`src/rtl/seg7_scan_display.sv`:
```
// 8-digit multiplexed hex display fed by the CPU display value or one of three perf counters.
// Optional build macro LEADING_ZERO_BLANK_EN blanks digits above the most significant non-zero nibble.
module seg7_scan_display #(
   parameter int SCAN_DIV       = 100000,
   parameter bit SEG_ACTIVE_LOW = 1'b1,
   parameter bit AN_ACTIVE_LOW  = 1'b1
) (
   input  logic        clk,
   input  logic        clr,
   input  logic [31:0] Leddata,
   input  logic [31:0] Count_cycle,
   input  logic [31:0] Count_branch,
   input  logic [31:0] Count_jmp,
   input  logic [1:0]  sel,
   input  logic        freeze,
   output logic [6:0]  seg,
   output logic        dp,
   output logic [7:0]  an
);

   localparam int DIV_W = (SCAN_DIV > 2) ? $clog2(SCAN_DIV) : 1;
   localparam logic [DIV_W-1:0] DIV_LAST = DIV_W'(SCAN_DIV - 1);

   localparam logic [6:0] SEG_OFF = SEG_ACTIVE_LOW ? 7'h7F : 7'h00;
   localparam logic       DP_OFF  = SEG_ACTIVE_LOW;
   localparam logic [7:0] AN_OFF  = AN_ACTIVE_LOW ? 8'hFF : 8'h00;

   logic [DIV_W-1:0] div_cnt;
   logic [2:0]       dig;
   logic [31:0]      shadow;
   logic [1:0]       sel_s;
   logic             prime;

   logic             tick;
   logic             load;
   logic [31:0]      src;
   logic             blank;
   logic [3:0]       nib;
   logic [7:0]       an_nxt;
   logic [6:0]       seg_nxt;
   logic             dp_nxt;

   function automatic logic [6:0] hex_decode(input logic [3:0] v);
      logic [6:0] s;
      case (v)
         4'h0: s = 7'h3F;
         4'h1: s = 7'h06;
         4'h2: s = 7'h5B;
         4'h3: s = 7'h4F;
         4'h4: s = 7'h66;
         4'h5: s = 7'h6D;
         4'h6: s = 7'h7D;
         4'h7: s = 7'h07;
         4'h8: s = 7'h7F;
         4'h9: s = 7'h6F;
         4'hA: s = 7'h77;
         4'hB: s = 7'h7C;
         4'hC: s = 7'h39;
         4'hD: s = 7'h5E;
         4'hE: s = 7'h79;
         default: s = 7'h71;
      endcase
      return s;
   endfunction

   always_comb begin
      case (sel)
         2'd0:    src = Leddata;
         2'd1:    src = Count_cycle;
         2'd2:    src = Count_branch;
         default: src = Count_jmp;
      endcase
   end

   assign tick = (div_cnt == DIV_LAST);
   // The snapshot is refreshed only once after reset and at unfrozen frame boundaries.
   assign load = prime || (tick && (dig == 3'd7) && !freeze);

   // NOTE: sequential state uses non-blocking assignments so every register samples pre-edge values.
   always_ff @(posedge clk or posedge clr) begin
      if (clr) begin
         div_cnt <= '0;
         dig     <= '0;
         shadow  <= '0;
         sel_s   <= '0;
         prime   <= 1'b1;
      end else begin
         div_cnt <= tick ? '0 : div_cnt + 1'b1;
         if (tick) dig <= dig + 3'd1;
         if (load) begin
            shadow <= src;
            sel_s  <= sel;
         end
         prime <= 1'b0;
      end
   end

`ifdef LEADING_ZERO_BLANK_EN
   logic [2:0] top_nz;

   always_comb begin
      top_nz = '0;
      for (int i = 1; i < 8; i++) begin
         if (shadow[4*i +: 4] != 4'h0) top_nz = 3'(i);
      end
   end

   assign blank = (dig > top_nz);
`else
   assign blank = 1'b0;
`endif

   assign nib = shadow[{dig, 2'b00} +: 4];

   // NOTE: every output of this block gets a default first, so no latch is inferred.
   always_comb begin
      an_nxt  = AN_OFF;
      seg_nxt = SEG_OFF;
      dp_nxt  = DP_OFF;
      if (!prime && !blank) begin
         an_nxt  = AN_ACTIVE_LOW ? ~(8'b1 << dig) : (8'b1 << dig);
         seg_nxt = SEG_ACTIVE_LOW ? ~hex_decode(nib) : hex_decode(nib);
         dp_nxt  = (dig == {1'b0, sel_s}) ? ~DP_OFF : DP_OFF;
      end
   end

   always_ff @(posedge clk or posedge clr) begin
      if (clr) begin
         an  <= AN_OFF;
         seg <= SEG_OFF;
         dp  <= DP_OFF;
      end else begin
         an  <= an_nxt;
         seg <= seg_nxt;
         dp  <= dp_nxt;
      end
   end

endmodule

```
`config.mk`:
```
export PLATFORM = sky130hd
export DESIGN_NAME = seg7_scan_display
export DESIGN_NICKNAME = d
export VERILOG_FILES = /design/src/rtl/seg7_scan_display.sv
export SDC_FILE = /design/constraint.sdc
export NUM_CORES = 1
export LEC_CHECK = 0
export CAP_MARGIN = 20
export CORE_ASPECT_RATIO = 1.4
export CORE_UTILIZATION = 30
export DETAILED_ROUTE_END_ITERATION = 12
export PLACE_DENSITY = 0.66
export RECOVER_POWER = 100
export SLEW_MARGIN = 20
export SYNTH_ARGS = -nofsm -noshare
export SYNTH_HDL_FRONTEND = slang
export SYNTH_SLANG_ARGS = --single-unit
```
`constraint.sdc`:
```
create_clock -name clk -period 3.42 [get_ports clk]
set_input_delay 0.342 -clock clk [delete_from_list [all_inputs] [get_ports clk]]
set_output_delay 0.342 -clock clk [all_outputs]
set_load 0.01 [all_outputs]
```
==> results of run 1 <==
[path summary, 6_finish.rpt]
kind                             from           to  slack (ps)  cells past startpoint
max                            dig[0]       seg[0]         600                      5
min                        div_cnt[0]   div_cnt[0]         490                      1
max reg2reg                    dig[0]       seg[0]         600                      5
min reg2reg                div_cnt[0]   div_cnt[0]         490                      1
max in group asynchronous         clr  div_cnt[14]         900                      3
min in group asynchronous         clr   shadow[24]         970                      3
[report_power, final]
part           internal, uW  switching (uW)
Combinational           314             166
Clock                   571             313
Sequential              930            44.6
[registers in the layout, summed over array words and instances, names as in the netlist]
signal / cells
sel_s: 2
seg: 7
an: 8
shadow: 32
prime: 1
div_cnt: 17
dp: 1
dig: 3
[placed cells by master, fill, tap and decap left out, drive strengths merged, types with 2 or more instances in the layout]
cell type	n
and3	3
nor2b	2
inv	9
clkdlybuf4s50	130
xor2	7
ha	13
o21ai	3
buf	3
nand3	12
dfstp	17
nor3	6
mux4	38
mux2i	12
nand4	3
mux2	35
a31oi	2
nor2	16
nand2	16
xnor2	12
nand2b	3
clkbuf	19
dlygate4sd3	17
dfrtp	54
and4	2
[critical path: cells and delay by family (launching register included)]
kind | cells | cell delay (ps)
compound gates | 1 | 180
flops | 1 | 790
mux | 2 | 1460
simple gates | 2 | 300
[layout make-up]
class	count	area [sq um]
tap	182	228
timing repair buffer	153	1500
multi-input combinational	196	2130
sequential	71	1800
inverter	10	37.5
fill	1213	7340
clock buffer	16	292
[per-stage QoR]
stage / setup WS, ps / instance area, sq um / utilization
after floorplan: 1140 / 4080 / -
after global placement: 827 / 5710 / 0.429
after detailed placement: 678 / 5710 / 0.429
after CTS: 667 / 6000 / 0.450
after global routing: 296 / 5990 / 0.449
final: 597 / 5990 / 0.449
[metal layers]
| metal | global-route usage | share of wire | vias up |
|---|---|---|---|
| met2 | 0.268 | 0.56 | 111 |
| met3 | 0.0324 | 0.050 | 13 |
| met5 | 0 | 0 | - |
| li1 | - | - | 1390 |
| met1 | 0.161 | 0.37 | 1473 |
| met4 | 0.0519 | 0.017 | 0 |
[cell families after synthesis]
logic type      after synthesis
simple gates                 67
buf+inv                      28
xor+xnor                     19
mux                          85
flops                        71
fa+ha+maj                    13
other cells                   1
compound gates               11
==> results.json, run 1 <==
{
  "status": "finished with violations",
  "failed_checks": "max-capacitance violations, max-slew violations",
  "drt_wl_total_microns": 9570,
  "grt_remaining_overflow": 0,
  "yosysWarnings": 0,
  "drive_gt1_frac": 0.242,
  "path_clk_slew_ps": 50,
  "crit_required_ps": 3650,
  "n_antenna_cell": 0,
  "tns_ps": 0,
  "max_stage_delay_ps": 870,
  "syn-cell-area_sq_mm": 0.00408,
  "tritoncts": "done",
  "dr.pass1.iters": 4,
  "final_cells": 628,
  "slew_headroom": -0.458,
  "grt_setup_unrepaired": "no",
  "die_h_microns": 140,
  "p_total_uw": 2340,
  "syn_nets": 441,
  "synth.distinct_cells": 39,
  "cts_made_buffers": 9,
  "grt_max_degree": 44,
  "wl_per_cell_microns": 15.2,
  "finalCritPeriodShare": 0.825,
  "first_iter_violations": 124,
  "synth-main-ff-cell": "dfrtp_1",
  "synth_fa_ha_area_frac": 0.0398,
  "arrival_ps": 3060,
  "cts_root_buffer": "clkbuf_16",
  "async_reset_ff_frac": 1.00,
  "gp_congestion": 0.738,
  "path_max_fanout": 14,
  "fmax_mhz": 354,
  "io_buffers": 148,
  "seq_area_frac_synth": 0.440,
  "ys_ff_latch": 71,
  "die_area_sq_mm": 0.0141,
  "slew_violations": 44,
  "maxCapViolations": 1,
  "clock-sinks": 71,
  "synthMuxAreaShare": 0.337,
  "htreeDepth": 3,
  "synth-compound-area-share": 0.0224,
  "startpoint_type": "register",
  "synth_common_cells": "dfrtp_1 (54), mux4_2 (38), mux2_2 (33)",
  "critPathKind": "register to register",
  "cellPowerDensity_mw_per_mm2": 391,
  "post-cts-setup-buffers": 0,
  "rows": 50,
  "hold_path.class": "register to register",
  "dp_hpwl_microns": 7690,
  "synthTopCellsByArea": "dfrtp_1 (33%), mux4_2 (21%), dfstp_2 (11%)",
  "drtAntennaViolNets": 0,
  "die_w_microns": 101,
  "synthSimpleGateAreaFrac": 0.0812,
  "grt_pass1_wl_microns": 15700,
  "start_util": 0.306,
  "end_kind": "register",
  "area_growth_pct": 46.7,
  "min_period_ps": 2820,
  "clock_latency_ps": 330,
  "design.core.area_sq_mm": 0.0133,
  "vias": 2987,
  "irDropWorstVdd_mv": 0.202,
  "finalNetCount": 587,
  "yosys.area_share.xor_xnor": 0.0408,
  "grt_pass1_vias": 3225,
  "synth_top_family_by_area": "multiplexers",
  "drc_errors": 0,
  "yosysMostFrequentCell": "dfrtp_1",
  "synth_top_cell_area_share": 0.331,
  "power.leakage_uw": 0.00231,
  "fin_hold_ws_ps": 495,
  "place_inst": 612,
  "synth_edf_count": 0,
  "grt_usage": 0.145,
  "pin_count": 149,
  "ctsHoldBuffers": 0,
  "syn_avg_cell_area_sq_um": 13.8,
  "viasPerCell": 4.76,
  "clk_path_buf_depth": 2,
  "worst_path_max_delay_cell": "mux2i_1",
  "finalHoldViolCount": 0,
  "synth_top_area_cell": "dfrtp_1",
  "finalSetupViolations": 0,
  "worstMarginPinSlew_ps": 2190,
  "ctsResizeCount": 0,
  "crit_chain": "mux4_2 > mux2i_1 > nand2b_1 > nor3b_1 > a211oi_1",
  "antenna_found_initial": 0,
  "fin_skew_ps": 4.85,
  "synth_cells": 295
}
(Power assumes the default switching activity.)
==> run 2, diff against run 1 <==
--- a/config.mk
+++ b/config.mk
@@ -9,7 +9,7 @@
 export CORE_ASPECT_RATIO = 1.4
 export CORE_UTILIZATION = 30
 export DETAILED_ROUTE_END_ITERATION = 12
-export PLACE_DENSITY = 0.66
+export PLACE_DENSITY = 0.68
 export RECOVER_POWER = 100
 export SLEW_MARGIN = 20
 export SYNTH_ARGS = -nofsm -noshare
==> constraint.sdc (replaced) <==
create_clock -name clk -period 2.46 [get_ports clk]
set_input_delay 0.246 -clock clk [delete_from_list [all_inputs] [get_ports clk]]
set_output_delay 0.246 -clock clk [all_outputs]
set_load 0.01 [all_outputs]
==> run 2 against run 1 <==
Effect of this change: the flow still finishes with violations (max-capacitance violations, max-slew violations); global-route usage increased by 0.15 points; power increased by 43%; hold slack improved by 5.9 ps; count of clock-buffer cells in the layout decreased by 5; design area increased by 1.7%; routed wire length decreased by 0.17%; largest cell class unchanged; cell count increased by 0.96%; clock skew about the same; critical path depth increased by 1; critical path type unchanged; register-to-register slack got worse by 440 ps.
==> results.json, run 2 (synthesis gave the netlist of run 1 again) <==
{
  "hold_depth": 1,
  "fin_area_sq_mm": 0.00609,
  "fillers": 1229,
  "final_core_util": 0.457,
  "regArea_sq_mm": 0.00180,
  "arrival_ps": 2520,
  "irDropWorstVdd_mv": 0.245,
  "grt_remaining_overflow": 0,
  "pin_count": 149,
  "finalHoldViolCount": 0,
  "drive_gt1_frac": 0.263,
  "tritoncts": "done",
  "finalNetCount": 593,
  "cts_made_buffers": 9,
  "viasPerCell": 4.76,
  "io_buffers": 148,
  "multi_input_area_sq_mm": 0.00214,
  "hold_path.class": "register to register",
  "reg_top3": "shadow: 32 flops, div_cnt: 17 flops, an: 8 flops",
  "die_area_sq_mm": 0.0141,
  "vias": 3015,
  "startpoint_type": "register",
  "min_period_ps": 2310,
  "clk_path_buf_depth": 2,
  "cts_root_buffer": "clkbuf_16",
  "worstMarginPinSlew_ps": 1670,
  "cellPowerDensity_mw_per_mm2": 551,
  "final_cell_mix": "clkdlybuf4s50_1 (130), dfrtp_1 (54), mux4_2 (38)",
  "design.core.area_sq_mm": 0.0133,
  "finalCritPeriodShare": 0.938,
  "status": "finished with violations",
  "r2r_cells": 6,
  "die_h_microns": 140,
  "dpl_worst_slack_ps": 197,
  "slew_violations": 72,
  "clock-sinks": 71,
  "fmax_mhz": 433,
  "first_iter_violations": 85,
  "dr.pass1.iters": 4,
  "die_w_microns": 101,
  "largest_register_ffs": 32,
  "dp_hpwl_microns": 7700,
  "path_clk_slew_ps": 60,
  "finalSetupViolations": 0,
  "final_cells": 634,
  "n_antenna_cell": 0,
  "placed_area_sq_mm": 0.00581,
  "drtAntennaViolNets": 0,
  "grt_setup_unrepaired": "no",
  "rows": 50,
  "antenna_found_initial": 0,
  "start_util": 0.306,
  "power.leakage_uw": 0.00235,
  "slew_headroom": -0.111,
  "area_growth_pct": 49.2,
  "largest-register": "shadow",
  "place_inst": 618,
  "grt_usage": 0.147,
  "drc_errors": 0,
  "tns_ps": 0,
  "clock_latency_ps": 330,
  "drt_wl_total_microns": 9550,
  "wl_per_cell_microns": 15.1,
  "htreeDepth": 3,
  "path_max_fanout": 34,
  "worst_slack_ps": 152,
  "fin_skew_ps": 5.05,
  "maxCapViolations": 1,
  "gp_congestion": 0.751,
  "grt_max_degree": 72,
  "layout_commonest_cell": "clkdlybuf4s50_1",
  "crit_required_ps": 2670,
  "critPathKind": "register to register",
  "grt_pass1_vias": 3258,
  "failed_checks": "max-capacitance violations, max-slew violations",
  "grt_pass1_wl_microns": 15800,
  "end_kind": "register"
}
==> run 2: power by group <==
group / total (uW) / switching (uW) / internal, uW / leakage, uW
Sequential: 1350 / 61.9 / 1290 / 0.000842
Clock: 1310 / 474 / 837 / 0.000152
Combinational: 689 / 235 / 454 / 0.00136
==> run 2: critical path, cell delays in order (launching register included) <==
cell and delay (ps):
dfrtp_1 410, ha_1 250, and4_1 250, and4_1 240
a31oi_4 180, clkbuf_4 440, mux2_2 390
==> run 2: layer usage <==
metal / routed length (microns) / vias to the layer above / track usage
li1: - / 1398 / -
met1: 3630 / 1483 / 0.162
met4: 288 / 0 / 0.0847
met2: 5140 / 115 / 0.261
met3: 492 / 19 / 0.0269
met5: 0 / - / 0
==> run 2: final timing paths <==
check                            start          end  slack (ps)
max                         div_cnt[0]    shadow[3]         150
min                        div_cnt[13]  div_cnt[13]         500
max reg2reg                 div_cnt[0]    shadow[3]         150
min reg2reg                div_cnt[13]  div_cnt[13]         500
max in group asynchronous          clr    shadow[2]         530
min in group asynchronous          clr   div_cnt[4]         940
==> run 2: timing repair <==
action | CTS | global route
buffers inserted | 0 | 0
setup endpoints to repair | 0 | 1
resized for setup | 0 | 1
hold buffers | 0 | 0
==> run 2: per-stage QoR <==
step | hold WS (ps) | total power (uW)
finish | 501 | 3350
global route | 509 | 3520
CTS | 327 | 3410
detailed placement | 489 | 2090
global placement | 472 | 2070
floorplan | 455 | 1720
==> run 2: final cells by class <==
type | instances | area share
clock inverter | 5 | 0.00924
tap | 182 | 0.0374
clock buffer | 11 | 0.0415
sequential | 71 | 0.295
timing repair buffer | 159 | 0.259
inverter | 10 | 0.00616
multi-input combinational | 196 | 0.352
==> run 3, diff against run 2 <==
--- a/config.mk
+++ b/config.mk
@@ -11,6 +11,8 @@
 export DETAILED_ROUTE_END_ITERATION = 12
 export PLACE_DENSITY = 0.68
 export RECOVER_POWER = 100
+export SETUP_SLACK_MARGIN = 0.1
+export SKIP_CTS_REPAIR_TIMING = 1
 export SLEW_MARGIN = 20
 export SYNTH_ARGS = -nofsm -noshare
 export SYNTH_HDL_FRONTEND = slang
==> run 3 against run 2 <==
Effect of this change: the flow still finishes with violations (max-capacitance violations, max-slew violations); sequential power about the same; die area unchanged; sequential share of layout area about the same; fmax increased by 3.7%; clock power about the same; cell count increased by 0.16%; register-to-register slack improved by 80 ps; first-iteration DRC count increased by 14%; critical endpoint is now seg[3].
==> results.json, run 3 (synthesis gave the netlist of run 1 again) <==
{
  "status": "finished with violations",
  "failed_checks": "max-capacitance violations, max-slew violations",
  "rows": 50,
  "die_area_sq_mm": 0.0141,
  "reg_top3": "shadow: 32 flops, div_cnt: 17 flops, an: 8 flops",
  "largest-register": "shadow",
  "grt_pass1_wl_microns": 15800,
  "viasPerCell": 4.77,
  "dr.pass1.iters": 4,
  "path_clk_slew_ps": 60,
  "combPwrFrac": 0.206,
  "switching_power_uw": 771,
  "io_buffers": 148,
  "clock-sinks": 71,
  "dp_hpwl_microns": 7700,
  "first_iter_violations": 97,
  "grt_max_degree": 72,
  "arrival_ps": 2500,
  "internal_power_uw": 2580,
  "min_period_ps": 2230,
  "clock_latency_ps": 340,
  "clk_path_buf_depth": 2,
  "worstMarginPinSlew_ps": 1660,
  "layout_commonest_cell": "clkdlybuf4s50_1",
  "n_antenna_cell": 0,
  "grt_setup_unrepaired": "no",
  "gp_congestion": 0.751,
  "critPathKind": "register to register",
  "finalHoldViolCount": 0,
  "grt_remaining_overflow": 0,
  "irDropWorstVdd_mv": 0.245,
  "drt_wl_total_microns": 9580,
  "slew_violations": 72,
  "netSwitchingFraction": 0.230,
  "crit_required_ps": 2730,
  "startpoint": "dig[0]",
  "tns_ps": 0,
  "vias": 3026,
  "cts_made_buffers": 9,
  "slew_headroom": -0.108,
  "cts_root_buffer": "clkbuf_16",
  "drtAntennaViolNets": 0,
  "die_h_microns": 140,
  "die_w_microns": 101,
  "grt_pass1_vias": 3258,
  "r2r_start": "dig[0]",
  "finalNetCount": 594,
  "design.core.area_sq_mm": 0.0133,
  "clockPowerShare": 0.390,
  "power.leakage_uw": 0.00235,
  "startpoint_type": "register",
  "grt_usage": 0.147,
  "fin_skew_ps": 4.80,
  "hold_path.class": "register to register",
  "pin_count": 149,
  "fmax_mhz": 449,
  "worst_slack_ps": 234,
  "dpl_worst_slack_ps": 197,
  "p_total_uw": 3350,
  "drc_errors": 0,
  "finalCritPeriodShare": 0.905,
  "drive_gt1_frac": 0.263,
  "start_util": 0.306,
  "finalSetupViolations": 0,
  "area_growth_pct": 49.3,
  "antenna_found_initial": 0,
  "end_kind": "register",
  "final_core_util": 0.457,
  "wl_per_cell_microns": 15.1,
  "path_max_fanout": 10,
  "maxCapViolations": 1,
  "tritoncts": "done",
  "holdCritStartpoint": "div_cnt[13]",
  "largest_register_ffs": 32,
  "final_cell_mix": "clkdlybuf4s50_1 (131), dfrtp_1 (53), mux4_2 (38)",
  "cellPowerDensity_mw_per_mm2": 550,
  "htreeDepth": 3,
  "p_seq_frac": 0.404
}
-- run 3: changes by cell type in the layout (fill, tap and decap cells not counted) --
cell and change:
a31oi_1 +1, a31oi_4 -1, buf_12 +1, clkbuf_1 +1
clkbuf_4 -1, clkdlybuf4s50_1 +1, dfrtp_1 -1, dfrtp_2 +1
dlygate4sd3_1 -1
-- run 3: layout make-up --
cell class	instances	area (sq um)
timing repair buffer	160	1590
inverter	10	37.5
sequential	71	1800
clock buffer	11	253
multi-input combinational	196	2130
clock inverter	5	56.3
tap	182	228
fill	1229	7230
-- run 3: path summary, 6_finish.rpt --
kind | depth (start not counted) | slack, ps | end
setup / recovery | 7 | 230 | seg[3]
hold / removal | 1 | 500 | div_cnt[13]
setup reg to reg | 7 | 230 | seg[3]
hold reg to reg | 1 | 500 | div_cnt[13]
max in group asynchronous | 3 | 570 | dig[0]
min in group asynchronous | 3 | 800 | div_cnt[4]
-- run 3: power groups by stage --
stage | logic [uW] | clock network, uW | registers, uW
3_3_place_gp | 689 | 0 | 1380
2_1_floorplan | 363 | 0 | 1360
6_report | 690 | 1310 | 1360
3_5_place_dp | 712 | 0 | 1380
4_1_cts | 714 | 1340 | 1360
5_1_grt | 749 | 1400 | 1370
-- run 3: metal layers --
metal,wire (microns),global-route usage,part of all wire
met1,3580,0.162,0.37
met5,0,0,0
met2,5180,0.261,0.54
met4,326,0.0847,0.034
met3,493,0.0269,0.051
-- run 3: critical path, cell delays in order, from the launching register on --
cell and delay (ps):
dfrtp_2 410, buf_12 150, mux4_2 510, mux2i_2 170, clkbuf_1 300, ha_1 310, mux2i_1 140, o22a_1 160
-- run 3: stage by stage --
stage	instance area (sq um)	std cells	hold WS (ps)
after detailed placement	5810	618	489
final	6090	635	501
after CTS	6110	634	327
after floorplan	4080	295	455
after global placement	5810	618	472
after global routing	6090	635	509
